File: config.mk
export PLATFORM = sky130hd
export DESIGN_NAME = prf_alloc_arb
export DESIGN_NICKNAME = d
export VERILOG_FILES = /design/src/rtl/prf_alloc_arb.sv
export SDC_FILE = /design/constraint.sdc
export NUM_CORES = 1
export LEC_CHECK = 0
export CAP_MARGIN = 30
export CORE_AREA = 8 8 45 47
export DETAILED_ROUTE_END_ITERATION = 6
export DIE_AREA = 0 0 53 55
export GPL_TIMING_DRIVEN = 0
export PLACE_DENSITY = 0.71
export SLEW_MARGIN = 20
export SYNTH_ARGS = -nofsm -noshare
export SYNTH_HDL_FRONTEND = slang
export SYNTH_SLANG_ARGS = --single-unit
File: constraint.sdc
create_clock -name clk -period 1.39 [get_ports clk]
set_clock_uncertainty 0.1 [all_clocks]
set_input_delay 0.139 -clock clk [delete_from_list [all_inputs] [get_ports clk]]
set_output_delay 0.139 -clock clk [all_outputs]
set_load 0.02 [all_outputs]
File: src/rtl/prf_alloc_arb.sv
// prf_alloc_arb: round-robin arbiter sharing the free-list pop port, with a 1-entry prefetch buffer
// Ports: clk, rst (async, active-high); fl_valid/fl_ready/fl_free_idx = free-list pop side;
//        req_valid/req_ready = per-requester handshake (one-hot grant); alloc_idx = buffered index;
//        flush = suppress grants and restart round-robin at requester 0.
// Optional macro PRF_ALLOC_PERF_EN adds saturating perf_stall_cnt and perf_alloc_cnt outputs.
module prf_alloc_arb #(
  parameter int NUM_REQ = 2,
  parameter int PRF_IDX = 6
) (
  input  logic               clk,
  input  logic               rst,
  output logic               fl_valid,
  input  logic               fl_ready,
  input  logic [PRF_IDX-1:0] fl_free_idx,
  input  logic [NUM_REQ-1:0] req_valid,
  output logic [NUM_REQ-1:0] req_ready,
  output logic [PRF_IDX-1:0] alloc_idx,
  input  logic               flush
`ifdef PRF_ALLOC_PERF_EN
  ,
  output logic [31:0]        perf_stall_cnt,
  output logic [31:0]        perf_alloc_cnt
`endif
);
  localparam int PW = $clog2(NUM_REQ);
  logic               buf_valid;
  logic [PRF_IDX-1:0] buf_idx;
  logic [PW-1:0]      rr_ptr;
  logic [PW-1:0]      win;
  logic               found;
  logic               fire;
  logic               pop;
  always_comb begin
    int s;
    s = 0;
    win = rr_ptr;
    found = 1'b0;
    for (int k = 0; k < NUM_REQ; k++) begin
      s = int'(rr_ptr) + k;
      s = (s >= NUM_REQ) ? s - NUM_REQ : s;
      if (!found && req_valid[s]) begin
        found = 1'b1;
        win = PW'(s);
      end
    end
  end
  assign fire      = found & buf_valid & ~flush;
  assign req_ready = fire ? (NUM_REQ'(1) << win) : '0;
  assign alloc_idx = buf_valid ? buf_idx : '0;
  assign fl_valid  = ~rst & (~buf_valid | fire);
  assign pop       = fl_valid & fl_ready;
  // A fire that coincides with a pop replaces the buffer, sustaining one allocation per cycle.
  // Flush leaves the buffer alone: its index is already out of the free list.
  always_ff @(posedge clk or posedge rst) begin
    if (rst) begin
      buf_valid <= 1'b0;
      buf_idx   <= '0;
      rr_ptr    <= '0;
    end else begin
      buf_valid <= pop | (buf_valid & ~fire);
      if (pop) buf_idx <= fl_free_idx;
      rr_ptr <= flush ? '0 : fire ? ((win == PW'(NUM_REQ - 1)) ? '0 : win + 1'b1) : rr_ptr;
    end
  end
`ifdef PRF_ALLOC_PERF_EN
  always_ff @(posedge clk or posedge rst) begin
    if (rst) begin
      perf_stall_cnt <= '0;
      perf_alloc_cnt <= '0;
    end else begin
      if ((|req_valid) && !buf_valid && !flush && perf_stall_cnt != '1) perf_stall_cnt <= perf_stall_cnt + 1'b1;
      if (fire && perf_alloc_cnt != '1) perf_alloc_cnt <= perf_alloc_cnt + 1'b1;
    end
  end
`endif
endmodule

==> metrics.md, run 1 <==
| Metric | Value |
|---|---|
| Post-DP HPWL | `695 um` |
| ANT nets after route | `0` |
| Final std cells w/o fill | `76` |
| Worst-margin pin slew | `0.293 ns` |
| Core footprint | `1380 sq um` |
| CP startpoint kind | `input pin` |
| Initial Util | `29.6%` |
| Synth top cells by count | `dfrtp_1 (8), and2_1 (6), mux2_2 (6)` |
| Largest net degree at the start of global routing | `11` |
| Ys async rst share | `100%` |
| Crit-path cells | `clkdlybuf4s50_1 > nand2b_1 > a21oi_4 > mux2_2` |
| Tmin final | `1.40 ns` |
| F_max | `713 MHz` |
| Max incr delay on CP | `0.45 ns` |
| Max Cap Viol | `0` |
| Die ar. | `2920 sq um` |
| Slack of the critical path | `-0.0118 ns` |
| Routed WL | `1020 um` |
| Final worst-path cycle share | `101%` |
| Cell count after placement | `72` |
| Overall die height | `55 um` |
| Power Dens Cells | `1070 nW/um^2` |
| All-Layer GR Usage | `7.05%` |
| Cts hold-fix bufs | `0` |
| Post-Syn Instances | `36` |
| Post-synth EDFFs | `0` |
| RSZ-0062 raised after global routing | `yes` |
| Drt first pass iters | `2` |
| Slew Limit Fails | `0` |
| Synth Net Count | `48` |
| Type of the most critical hold path | `in2reg` |
| Clock-pin transition on the worst setup and hold timing paths | `0.05 ns` |
| Longest Clk Path Bufs | `2` |
| Inserted Clock Buffers | `3` |
| Yosys cell types | `12` |
| Wire per inst | `13.4 um` |
| Vias in the first global route | `344` |
| Clock Root Buffer | `clkbuf_4` |
| WP data required | `1.42 ns` |
| CTS H-tree lvls | `1` |
| Synth top area cells | `dfrtp_1 (49%), mux2_2 (17%), and2_1 (9.2%)` |
| # IOs | `21` |
| Fillcell total | `149` |
| Final Hold Fails | `0` |
| Crit. End Element | `flop` |
| Ant. Diodes | `0` |
| Std cell rows | `14` |
| # port buffers | `20` |
| Initial antenna violation count | `0` |
| Synth Warn # | `0` |
| DRT iter0 DRCs | `1` |
| Dominant synthesized flop cell | `dfrtp_1` |
| Sequential area share after synthesis | `48.9%` |
| Final Setup Violations | `4` |
| Failing checks | `setup timing` |
| Post-Syn Area | `409 sq um` |
| Later-pin clock latency in the skew report | `0.25 ns` |
| CP bufs+invs | `1` |
| #FFs+latches synth | `8` |
| Slew margin rel. | `80.5%` |
| Number of remaining DRC errors | `0` |
| Crit-path max FO | `6` |
| Post-DR vias/cell | `4.58` |
| Layout cells sized above 1 | `41.7%` |
| Kind of critical path | `in2reg` |
| Top delay family on crit path | `buffers and inverters` |
| Die X | `53 um` |
| Max stage delay cell, worst path | `clkdlybuf4s50_1` |
| P_leak | `0.310 nW` |
| Avg Inst Size Synth | `11.4 sq um` |
| Nets | `74` |
| Total number of vias | `348` |
| First-pass GRT wire length | `1520 um` |
| Area growth, synth to finish | `61.5%` |
| Post-layout util | `47.7%` |
| GRT overflow | `0` |
| Crit path DAT | `1.44 ns` |
| Clock sinks | `8` |
| Worst VDD drop | `0.549 mV` |
| Status | `finished with violations` |
| Gpl congestion | `0.782` |
| Area fraction of the dominant cell type after synthesis | `48.9%` |
| Synth area leader | `dfrtp_1` |
| Cell with the most instances after synthesis | `dfrtp_1` |
| CTS tree | `yes` |
-- sequential cells by signal, indices dropped and copies added, names as in the netlist --
name	cells
buf_idx	6
rr_ptr	1
buf_valid	1
-- metal layers --
layer | wire [um] | vias up | global-route usage [%]
li1 | - | 169 | -
met1 | 414 | 162 | 8.07
met2 | 478 | 14 | 9.96
met3 | 106 | 3 | 4.28
met4 | 22 | 0 | 3.88
met5 | 0 | - | 0
-- final timing paths --
kind / start / slack [ns] / endpoint / cells after the start
worst min register to register: buf_idx[3] / 0.40 / buf_idx[3] / 1
max in group asynchronous: rst / 0.86 / buf_idx[0] / 2
worst min-delay path: flush / 0.08 / rr_ptr / 2
worst max-delay path: rst / -0.01 / buf_idx[5] / 4
min in group asynchronous: rst / 0.10 / buf_idx[2] / 2
worst max register to register: buf_valid / 0.01 / buf_idx[5] / 3
-- metrics by stage --
stage	hold slack [ns]	worst slack [ns]	power [mW]	area (sq um)	setup TNS (ns)
floorplan	-0.145	0.204	0.426	409	0
CTS	0.0810	0.00478	0.695	623	0
global route	0.0875	-0.0450	0.751	661	-0.367
finish	0.0837	-0.0118	0.707	661	-0.0306
global placement	0.349	-0.441	0.538	629	-4.10
detailed placement	0.351	-0.437	0.541	629	-4.19
-- power breakdown --
group | total [mW] | internal, mW | switching, mW | leakage, nW
Clock | 0.173 | 0.0985 | 0.0746 | 0.0138
Sequential | 0.297 | 0.276 | 0.0212 | 0.0955
Combinational | 0.237 | 0.127 | 0.110 | 0.201
-- area by class of cell --
type / instances / area, sq um / area share, %
Sequential cell: 8 / 200 / 30.3
Timing Repair Buffer: 21 / 178 / 26.9
Multi-Input combinational cell: 25 / 219 / 33.1
Tap cell: 16 / 20.0 / 3.03
Inverter: 2 / 7.51 / 1.14
Buffer: 1 / 13.8 / 2.08
Clock buffer: 3 / 22.5 / 3.41
-- cells by family after synthesis --
logic type	after synthesis	synth area share, %
AND/OR/NAND/NOR	12	15.9
flip-flops	8	48.9
multiplexers	6	16.5
buffers and inverters	3	3.06
AO/OA/AOI/OAI	7	15.6
-- timing repair --
action	CTS	global route
setup endpoints to repair	15	13
endpoints found under the hold margin	0	0
resized for setup	41	11
buffers inserted	1	0
-- cells in the final DEF, fill, tap and decap left out, drive strengths merged --
cell type      instances
buf                   10
clkdlybuf4s50          8
o21bai                 1
dlymetal6s2s           1
a311oi                 1
nand2b                 1
a21oi                  5
nand2                  4
inv                    2
mux2                   6
dfrtp                  8
dlygate4sd2            2
nor2b                  1
clkbuf                 4
and2                   6
No activity file was read; power rests on OpenSTA's default activity.
==> run 2, diff against run 1 <==
--- a/config.mk
+++ b/config.mk
@@ -8,4 +8,5 @@
 export CAP_MARGIN = 30
 export CORE_AREA = 8 8 45 47
+export CTS_BUF_LIST = sky130_fd_sc_hd__clkbuf_4 sky130_fd_sc_hd__clkbuf_8
 export DETAILED_ROUTE_END_ITERATION = 6
 export DIE_AREA = 0 0 53 55
--- a/constraint.sdc
+++ b/constraint.sdc
@@ -3,3 +3,3 @@
 set_input_delay 0.139 -clock clk [delete_from_list [all_inputs] [get_ports clk]]
 set_output_delay 0.139 -clock clk [all_outputs]
-set_load 0.02 [all_outputs]
+set_load 0.005 [all_outputs]
==> run 2 against run 1 <==
The run still ends with setup timing left. Cell area grew 12%. Global-route usage grew 1.8 points. Sequential share of layout area shrank 3.0 points. Routed wire length grew 8.3%. Critical path depth is the same. Register-to-register slack lost 0.04 ns. Via count grew 4.0%. Clock power is essentially flat.
==> metrics.md, run 2 (same netlist as run 1, synthesis figures left out) <==
| Metric | Value |
|---|---|
| CTS H-tree lvls | `1 (unchanged)` |
| Slew Limit Fails | `0 (unchanged)` |
| Ant. Diodes | `0 (unchanged)` |
| Most frequent cells in the layout | `clkdlybuf4s50_1 (9), buf_6 (8), dfrtp_1 (7)` |
| Largest reg by FF count | `buf_idx` |
| # IOs | `21 (unchanged)` |
| Clock-pin transition on the worst setup and hold timing paths | `0.05 ns (about the same)` |
| DRT iter0 DRCs | `1 (unchanged)` |
| Later-pin clock latency in the skew report | `0.25 ns (about the same)` |
| Fillcell total | `137 (-8.1%)` |
| Post-DP HPWL | `695 um (unchanged)` |
| Routed WL | `1110 um (+8.3%)` |
| Status | `finished with violations` |
| Kind of critical path | `in2reg` |
| Largest net degree at the start of global routing | `9 (-2)` |
| Initial antenna violation count | `0 (unchanged)` |
| RSZ-0062 raised after global routing | `yes` |
| First-pass GRT wire length | `1840 um (+21%)` |
| Power Dens Cells | `1010 nW/um^2 (-5.2%)` |
| Final worst-path cycle share | `103% (+2.0 points)` |
| Design Area, Final | `738 sq um (+12%)` |
| Max Cap Viol | `0 (unchanged)` |
| Multi-input gate area in the final layout | `231 sq um (+5.7%)` |
| Number of remaining DRC errors | `0 (unchanged)` |
| Flop2flop setup slack | `-0.03 ns (-0.04 ns)` |
| Max FFs per register | `6 (unchanged)` |
| Final Setup Violations | `11 (+7)` |
| Failing checks | `setup timing` |
| Top flop regs | `buf_idx: 6 flops, buf_valid: 1 flops, rr_ptr: 1 flops` |
| CP startpoint kind | `input pin` |
| Nets | `78 (+5.4%)` |
| Crit path DAT | `1.46 ns (+0.02 ns)` |
| Inserted Clock Buffers | `3 (unchanged)` |
| Die ar. | `2920 sq um (unchanged)` |
| Wire per inst | `13.8 um (+2.9%)` |
| Type of the most critical hold path | `in2async` |
| Core footprint | `1380 sq um (unchanged)` |
| Register area | `201 sq um (+0.62%)` |
| Clock sinks | `8 (unchanged)` |
| Slack of the critical path | `-0.0391 ns (-0.0273 ns)` |
| Crit-path max FO | `6 (unchanged)` |
| Initial Util | `29.6% (unchanged)` |
| CTS tree | `yes` |
| Gpl congestion | `0.782 (unchanged)` |
| Layout cells sized above 1 | `53.1% (+11 points)` |
| Area growth, synth to finish | `80.4%` |
| Worst-margin pin slew | `0.296 ns (+0.00286 ns)` |
| Tmin final | `1.43 ns (+0.0273 ns)` |
| Die X | `53 um (unchanged)` |
| Post-DR vias/cell | `4.53 (-1.2%)` |
| Most common cell after layout, fill and taps aside | `clkdlybuf4s50_1` |
| F_max | `700 MHz (-1.9%)` |
| Placed cell area | `629 sq um (unchanged)` |
| Clock Root Buffer | `clkbuf_4` |
| Std cell rows | `14 (unchanged)` |
| Total number of vias | `362 (+4.0%)` |
| Overall die height | `55 um (unchanged)` |
| ANT nets after route | `0 (unchanged)` |
| Drt first pass iters | `2 (unchanged)` |
| Longest Clk Path Bufs | `2 (unchanged)` |
| Vias in the first global route | `382 (+11%)` |
| Slew margin rel. | `80.3% (-0.19 points)` |
| WP data required | `1.42 ns (about the same)` |
| Worst VDD drop | `0.545 mV (-0.62%)` |
| Crit. End Element | `flop` |
| GRT overflow | `0 (unchanged)` |
| All-Layer GR Usage | `8.81% (+1.8 points)` |
| Placement Setup Slack | `-0.335 ns (+0.103 ns)` |
| # port buffers | `20 (unchanged)` |
| Final Hold Fails | `0 (unchanged)` |
| P_leak | `0.336 nW (+8.5%)` |
-- run 2: worst paths after layout --
check	from	endpoint	depth (start not counted)
max	rst	buf_idx[0]	4
min	rst	buf_idx[2]	2
max reg2reg	buf_valid	buf_idx[0]	3
min reg2reg	buf_idx[2]	buf_idx[2]	1
max in group asynchronous	rst	buf_valid	2
min in group clk	flush	rr_ptr	2
-- run 2: per-stage QoR --
| step | utilization (%) | TNS [ns] | total power [mW] | hold WS [ns] | instances |
|---|---|---|---|---|---|
| 6_report | 53.3 | -0.360 | 0.749 | 0.156 | 80 |
| 5_1_grt | 53.3 | -0.919 | 0.797 | 0.189 | 80 |
| 4_1_cts | 52.3 | -0.227 | 0.741 | 0.102 | 80 |
| 3_5_place_dp | 45.5 | -3.27 | 0.504 | 0.351 | 72 |
| 3_3_place_gp | 45.5 | -3.18 | 0.501 | 0.349 | 72 |
| 2_1_floorplan | - | 0 | 0.389 | -0.145 | 36 |
-- run 2: final cells by class --
cell class	count	area share, %
Timing Repair Buffer	25	32.5
Clock buffer	3	3.05
Sequential cell	8	27.3
Buffer	1	2.03
Tap cell	16	2.71
Inverter	2	1.02
Multi-Input combinational cell	25	31.4
-- run 2: timing repair --
action,in CTS,in global routing
setup endpoints to repair,15,15
buffers inserted,4,0
gates resized for setup,54,7
endpoints found under the hold margin,0,0
gates cloned,1,0
hold buffers,0,0
pin swaps,4,1
-- run 2: routing by layer --
metal,global-route usage (%),wire length (um),vias up
met1,9.32,427,172
li1,-,-,177
met5,0,0,-
met2,14.5,566,13
met4,3.88,0,0
met3,4.55,111,0
-- run 2: where the power goes --
part	total (mW)	switching, mW	leakage (nW)	internal, mW
combinational	0.274	0.0867	0.228	0.187
sequential	0.303	0.0265	0.0945	0.276
clock	0.173	0.0740	0.0138	0.0985
-- run 2: worst max-delay path: stages --
cell	delay [ns]
clkdlybuf4s50_1	0.48
nand2b_1	0.23
a21oi_4	0.25
mux2_2	0.37
